$ cat config.mk
export PLATFORM = sky130hd
export DESIGN_NAME = gpio_io_periph
export DESIGN_NICKNAME = d
export VERILOG_FILES = /design/src/rtl/gpio_io_periph.sv
export SDC_FILE = /design/constraint.sdc
export NUM_CORES = 1
export LEC_CHECK = 0
export CORE_UTILIZATION = 54
export DETAILED_ROUTE_END_ITERATION = 8
export PLACE_DENSITY = 0.73
export REMOVE_ABC_BUFFERS = 1
export SLEW_MARGIN = 20
export SYNTH_ARGS = -nofsm -noshare
export SYNTH_HDL_FRONTEND = slang
export SYNTH_SLANG_ARGS = --single-unit
$ cat constraint.sdc
create_clock -name CLK -period 2.2 [get_ports CLK]
set_clock_uncertainty 0.1 [all_clocks]
set_input_delay 0.44 -clock CLK [delete_from_list [all_inputs] [get_ports CLK]]
set_output_delay 0.44 -clock CLK [all_outputs]
set_load 0.01 [all_outputs]
$ cat src/rtl/gpio_io_periph.sv
`default_nettype none
// +------------------------------------------------------------------+
// | Module   : gpio_io_periph                                         |
// | Brief    : per-bit button debouncer, 8N1 UART transmitter and     |
// |            two-LED RGB colour-wheel PWM driver                    |
// | Revision : 1.0 - initial release                                  |
// +------------------------------------------------------------------+
module gpio_io_periph #(
    parameter int DEBNC_CLOCKS = 65536,
    parameter int PORT_WIDTH   = 4,
    parameter int BAUD_CLKS    = 10416,
    parameter int STEP_CLKS    = 100000
) (
    input  logic                  CLK,
    input  logic                  RST,
    input  logic [PORT_WIDTH-1:0] SIGNAL_I,
    output logic [PORT_WIDTH-1:0] SIGNAL_O,
    input  logic                  SEND,
    input  logic [7:0]            DATA,
    output logic                  READY,
    output logic                  UART_TX,
    output logic [2:0]            RGB_LED_1_O,
    output logic [2:0]            RGB_LED_2_O
);

    // ------------------------------------------------------------------
    // Debouncer
    // ------------------------------------------------------------------
    localparam int c_DEB_W = (DEBNC_CLOCKS > 1) ? $clog2(DEBNC_CLOCKS) : 1;
    localparam logic [c_DEB_W-1:0] c_DEB_LAST = c_DEB_W'(DEBNC_CLOCKS - 1);

    logic [PORT_WIDTH-1:0] r_sync1;
    logic [PORT_WIDTH-1:0] r_sync2;
    logic [PORT_WIDTH-1:0] w_deb_out;

    always_ff @(posedge CLK) begin
        if (RST) begin
            r_sync1 <= '0;
            r_sync2 <= '0;
        end else begin
            r_sync1 <= SIGNAL_I;
            r_sync2 <= r_sync1;
        end
    end

    genvar gi;
    generate
        for (gi = 0; gi < PORT_WIDTH; gi++) begin : g_debounce
            logic [c_DEB_W-1:0] r_cnt;
            logic               r_level;

            always_ff @(posedge CLK) begin
                if (RST) begin
                    r_cnt   <= '0;
                    r_level <= 1'b0;
                end else if (r_sync2[gi] == r_level) begin
                    r_cnt <= '0;
                end else if (r_cnt == c_DEB_LAST) begin
                    r_level <= r_sync2[gi];
                    r_cnt   <= '0;
                end else begin
                    r_cnt <= r_cnt + 1'b1;
                end
            end

            assign w_deb_out[gi] = r_level;
        end
    endgenerate

    assign SIGNAL_O = w_deb_out;

    // ------------------------------------------------------------------
    // UART transmitter (8N1)
    // ------------------------------------------------------------------
    localparam logic [1:0] c_ST_RDY  = 2'd0;
    localparam logic [1:0] c_ST_LOAD = 2'd1;
    localparam logic [1:0] c_ST_SEND = 2'd2;

    localparam int c_BAUD_W = (BAUD_CLKS > 2) ? $clog2(BAUD_CLKS) : 1;
    // The LOAD_BIT cycle is part of each bit period, so SEND_BIT ends one count
    // early; the stop bit has no following LOAD_BIT and runs the full count.
    localparam logic [c_BAUD_W-1:0] c_BIT_LAST  = c_BAUD_W'(BAUD_CLKS - 2);
    localparam logic [c_BAUD_W-1:0] c_STOP_LAST = c_BAUD_W'(BAUD_CLKS - 1);

    logic [1:0]          r_state;
    logic [1:0]          w_state_nxt;
    logic [9:0]          r_frame;
    logic [3:0]          r_bit_idx;
    logic [c_BAUD_W-1:0] r_timer;
    logic                r_tx;
    logic                r_ready;
    logic                w_tx_nxt;
    logic                w_ready_nxt;
    logic                w_last_bit;
    logic                w_bit_done;

    assign w_last_bit = (r_bit_idx == 4'd9);
    assign w_bit_done = (r_state == c_ST_SEND) &&
                        (r_timer == (w_last_bit ? c_STOP_LAST : c_BIT_LAST));

    always_ff @(posedge CLK) begin
        if (RST) begin
            r_state <= c_ST_RDY;
        end else begin
            r_state <= w_state_nxt;
        end
    end

    always_comb begin
        w_state_nxt = r_state;
        case (r_state)
            c_ST_RDY:  if (SEND) w_state_nxt = c_ST_LOAD;
            c_ST_LOAD: w_state_nxt = c_ST_SEND;
            c_ST_SEND: if (w_bit_done) w_state_nxt = w_last_bit ? c_ST_RDY : c_ST_LOAD;
            default:   w_state_nxt = c_ST_RDY;
        endcase
    end

    always_comb begin
        w_ready_nxt = (w_state_nxt == c_ST_RDY);
        w_tx_nxt    = r_tx;
        if (r_state == c_ST_LOAD) begin
            w_tx_nxt = r_frame[r_bit_idx];
        end else if (r_state == c_ST_RDY) begin
            w_tx_nxt = 1'b1;
        end
    end

    always_ff @(posedge CLK) begin
        if (RST) begin
            r_frame   <= 10'h3FF;
            r_bit_idx <= '0;
            r_timer   <= '0;
            r_tx      <= 1'b1;
            r_ready   <= 1'b1;
        end else begin
            r_tx    <= w_tx_nxt;
            r_ready <= w_ready_nxt;
            if (r_state == c_ST_RDY && SEND) begin
                r_frame   <= {1'b1, DATA, 1'b0};
                r_bit_idx <= '0;
            end
            if (r_state == c_ST_LOAD) begin
                r_timer <= '0;
            end else if (r_state == c_ST_SEND) begin
                r_timer <= r_timer + 1'b1;
            end
            if (w_bit_done) begin
                r_bit_idx <= r_bit_idx + 4'd1;
            end
        end
    end

    assign READY   = r_ready;
    assign UART_TX = r_tx;

    // ------------------------------------------------------------------
    // RGB colour wheel
    // ------------------------------------------------------------------
    localparam int c_STEP_W = (STEP_CLKS > 1) ? $clog2(STEP_CLKS) : 1;
    localparam logic [c_STEP_W-1:0] c_STEP_LAST = c_STEP_W'(STEP_CLKS - 1);

    logic [7:0]          r_pwm_cnt;
    logic [7:0]          r_duty_r;
    logic [7:0]          r_duty_g;
    logic [7:0]          r_duty_b;
    logic [1:0]          r_phase;
    logic [c_STEP_W-1:0] r_step_cnt;
    logic [2:0]          r_led1;
    logic [2:0]          r_led2;
    logic                w_step;
    logic                w_r_on;
    logic                w_g_on;
    logic                w_b_on;

    assign w_step = (r_step_cnt == c_STEP_LAST);
    assign w_r_on = (r_pwm_cnt < r_duty_r);
    assign w_g_on = (r_pwm_cnt < r_duty_g);
    assign w_b_on = (r_pwm_cnt < r_duty_b);

    always_ff @(posedge CLK) begin
        if (RST) begin
            r_pwm_cnt  <= '0;
            r_step_cnt <= '0;
            r_duty_r   <= 8'd255;
            r_duty_g   <= 8'd0;
            r_duty_b   <= 8'd0;
            r_phase    <= 2'd0;
            r_led1     <= '0;
            r_led2     <= '0;
        end else begin
            r_pwm_cnt <= r_pwm_cnt + 8'd1;
            r_led1    <= {w_r_on, w_b_on, w_g_on};
            r_led2    <= {w_g_on, w_r_on, w_b_on};
            r_step_cnt <= w_step ? '0 : r_step_cnt + 1'b1;
            // The falling channel is always >= 1 inside its phase, so the
            // phase moves on exactly when that channel lands on zero.
            if (w_step) begin
                case (r_phase)
                    2'd0: begin
                        r_duty_r <= r_duty_r - 8'd1;
                        r_duty_g <= r_duty_g + 8'd1;
                        if (r_duty_r == 8'd1) r_phase <= 2'd1;
                    end
                    2'd1: begin
                        r_duty_g <= r_duty_g - 8'd1;
                        r_duty_b <= r_duty_b + 8'd1;
                        if (r_duty_g == 8'd1) r_phase <= 2'd2;
                    end
                    2'd2: begin
                        r_duty_b <= r_duty_b - 8'd1;
                        r_duty_r <= r_duty_r + 8'd1;
                        if (r_duty_b == 8'd1) r_phase <= 2'd0;
                    end
                    default: r_phase <= 2'd0;
                endcase
            end
        end
    end

    assign RGB_LED_1_O = r_led1;
    assign RGB_LED_2_O = r_led2;

endmodule
`default_nettype wire

==> flow_metrics.py <==
metrics = {
    "cells_and_area": {
        "n_antenna_cell": 0,
        "num-fill-cells": 1151,
        "area_growth_pct": 14.98,
        "postLayoutCellArea_um2": 8884,
        "drive_above_1_share": 0.08608,
        "fin_util": 0.6375,
        "nets": 986,
    },
    "synth": {
        "synth.cell_area_um2": 7726,
        "synth_seq_area_share": 0.4172,
        "yosys_warnings": 0,
        "syn-instance-count": 885,
        "yosys_most_used_dff": "dfxtp_1",
        "synthDistinctLibCells": 58,
        "synthArstFlopShare": 0,
        "synth.avg_cell_area_um2": 8.730,
        "synth_edf_count": 0,
        "ys_ff_latch": 161,
    },
    "detailed_routing": {
        "first_pass_iters": 4,
        "wl_um": 14380,
        "drtIter0Drc": 281,
        "vias": 5904,
        "wl_per_cell_um": 12.82,
        "drc_errors": 0,
        "vias_per_cell": 5.267,
        "drtAntennaViolNets": 0,
    },
    "power_and_ir_drop": {
        "ir_worst_vdd_mv": 0.5709,
        "power.density_nw_per_um2": 684.3,
        "p_leak_nw": 3.324,
    },
    "floorplan": {
        "rows": 43,
        "coreArea_um2": 13930,
        "io_pins": 27,
        "initial_utilization": 0.5545,
        "dieArea_um2": 14790,
        "die_h_um": 121.6,
        "die_w_um": 121.6,
    },
    "cts": {
        "clock_path_buffers": 2,
        "cts-htree-levels": 4,
        "cts_root_buf": "clkbuf_16",
        "cts_tree": "yes",
        "clkSinkCount": 161,
        "path_clk_slew_ns": 0.06,
        "cts_buffers": 17,
        "postCtsHoldBufs": 0,
        "clkLatencyLatePin_ns": 0.42,
    },
    "outcome": {
        "status": "complete, no violations",
    },
    "global_routing": {
        "grt_overflow": 0,
        "grt_pass1_wl_um": 24650,
        "grt_pass1_vias": 5441,
        "antenna_found_initial": 0,
        "grt_use_total": 0.2095,
        "grt_start_max_net_pins": 25,
    },
    "timing": {
        "fin_crit_ns": 2.129,
        "fmax_ghz": 0.4697,
        "setup_ws_ns": 0.07098,
        "worstMarginPinSlew_ns": 0.5243,
        "slew_violations": 0,
        "finalHoldViolCount": 0,
        "slew_headroom": 0.6504,
        "period_share": 0.9677,
        "setup_viol": 0,
    },
    "place": {
        "place_congestion": 0.7987,
        "dp_hpwl_um": 9900,
        "post-place-ws_ns": 0.06939,
        "placed_cell_area_um2": 8293,
        "port-buffer-count": 26,
    },
    "critical_path": {
        "crit_arrival_ns": 2.36,
        "timing_worst_setup_path_type": "register to register",
        "start_kind": "register",
        "slowest_stage": "or4_4",
        "critPathMaxFanout": 5,
        "cpPeakStageDelay_ns": 0.49,
        "path_cells": "nor4b_1, nand3_1, or4_4, or4b_1, o311ai_1",
        "cp-end-kind": "register",
        "cp.required_ns": 2.43,
    },
    "flow_run": {
        "cap_violations": 0,
    },
    "min_path": {
        "hp-class": "register to register",
    },
}
## metal layers
metal / track usage / up-vias / part of all wire
li1: - / 3103 / -
met1: 0.2590 / 2729 / 0.48
met2: 0.3555 / 58 / 0.48
met3: 0.04963 / 14 / 0.028
met4: 0.07330 / 0 / 0.012
met5: 0 / - / 0
## Yosys cell counts, drive strengths merged, types with 15 or more instances
cell | instances | area [µm²]
dfxtp | 161 | 3223
nor2 | 146 | 548.0
nand2 | 58 | 217.7
xnor2 | 55 | 481.7
xor2 | 54 | 473.0
nand3 | 52 | 260.3
ha | 42 | 525.5
inv | 38 | 142.6
nor3 | 29 | 145.1
nand4 | 23 | 143.9
clkbuf | 22 | 83.83
o21ai | 17 | 85.08
buf | 16 | 107.6
nand2b | 16 | 100.1
a21oi | 15 | 75.07
## metrics by stage
step,power [mW],setup TNS [ns],hold slack [ns],std cells
3_5_place_dp,3.304,0,0.3239,1090
4_1_cts,6.153,0,0.3384,1121
6_report,6.079,0,0.3303,1121
3_3_place_gp,3.299,0,0.3213,1090
5_1_grt,6.318,-0.0009512,0.3493,1121
2_1_floorplan,3.183,-0.003414,0.3138,847
## worst paths after layout
| kind | to | slack, ns | cells after the start | startpoint |
|---|---|---|---|---|
| worst max-delay path | r_bit_idx[2] | 0.07 | 5 | r_timer[7] |
| worst min-delay path | r_sync2[3] | 0.33 | 1 | r_sync1[3] |
| worst max register to register | r_bit_idx[2] | 0.07 | 5 | r_timer[7] |
| worst min register to register | r_sync2[3] | 0.33 | 1 | r_sync1[3] |
## sequential cells by signal, summed over array words and instances, names as in the netlist, 8 cells and up
name / flops
g_debounce.r_cnt: 64
r_duty_b: 8
r_duty_g: 8
r_duty_r: 8
r_frame: 9
r_pwm_cnt: 8
r_step_cnt: 17
r_timer: 14
## cell usage in the layout (no fill, tap or decap), types with 4 or more instances in the layout
cell             instances
a211o_1                  4
a211oi_1                 5
a21o_1                   4
a21oi_1                 14
and2_1                   5
and3_1                  14
and4_1                   7
buf_4                   37
clkbuf_16               17
clkdlybuf4s50_1         25
clkinvlp_4               4
dfxtp_1                161
ha_1                    42
inv_1                   38
mux2i_1                 10
nand2_1                 58
nand2b_1                16
nand3_1                 52
nand3b_1                 9
nand4_1                 23
nor2_1                 146
nor2b_1                 10
nor3_1                  28
nor4_1                   9
o21ai_0                 16
or2_2                    7
or3_1                    7
xnor2_1                 55
xor2_1                  54
## power by group
| part | leakage [nW] | switching, mW | internal [mW] |
|---|---|---|---|
| registers | 1.30 | 0.0333 | 2.96 |
| clock network | 0.268 | 1.18 | 1.66 |
| logic | 1.75 | 0.123 | 0.119 |
## layout make-up
class | instances | area (µm²) | area share
Multi-Input combinational cell | 648 | 4188 | 0.4714
Sequential cell | 161 | 3223 | 0.3628
Timing Repair Buffer | 63 | 533.0 | 0.06000
Clock buffer | 22 | 474.2 | 0.05338
Tap cell | 180 | 225.2 | 0.02535
Inverter | 38 | 142.6 | 0.01606
Clock inverter | 9 | 97.59 | 0.01099
## cell families after synthesis
kind of cell	Yosys count	share of synthesized area
and+or+nand+nor	416	0.2695
DFF	161	0.4172
xor gates and xnor gates	109	0.1236
buffers and inverters	76	0.04324
AOI/OAI and AO/OA	69	0.05879
adders and majority gates	42	0.06802
muxes	12	0.01976
## worst max-delay path: cells and delay by family, from the launching register on
family           cells  cell delay, ns
AND/OR/NAND/NOR      4            1.47
flip-flops           1            0.38
AO/OA/AOI/OAI        1            0.08
## timing repair
item,in CTS,in global routing
resized for setup,0,4
setup buffers,0,0
setup endpoints to repair,0,3
Note: power is estimated with default switching activity, not from simulation.
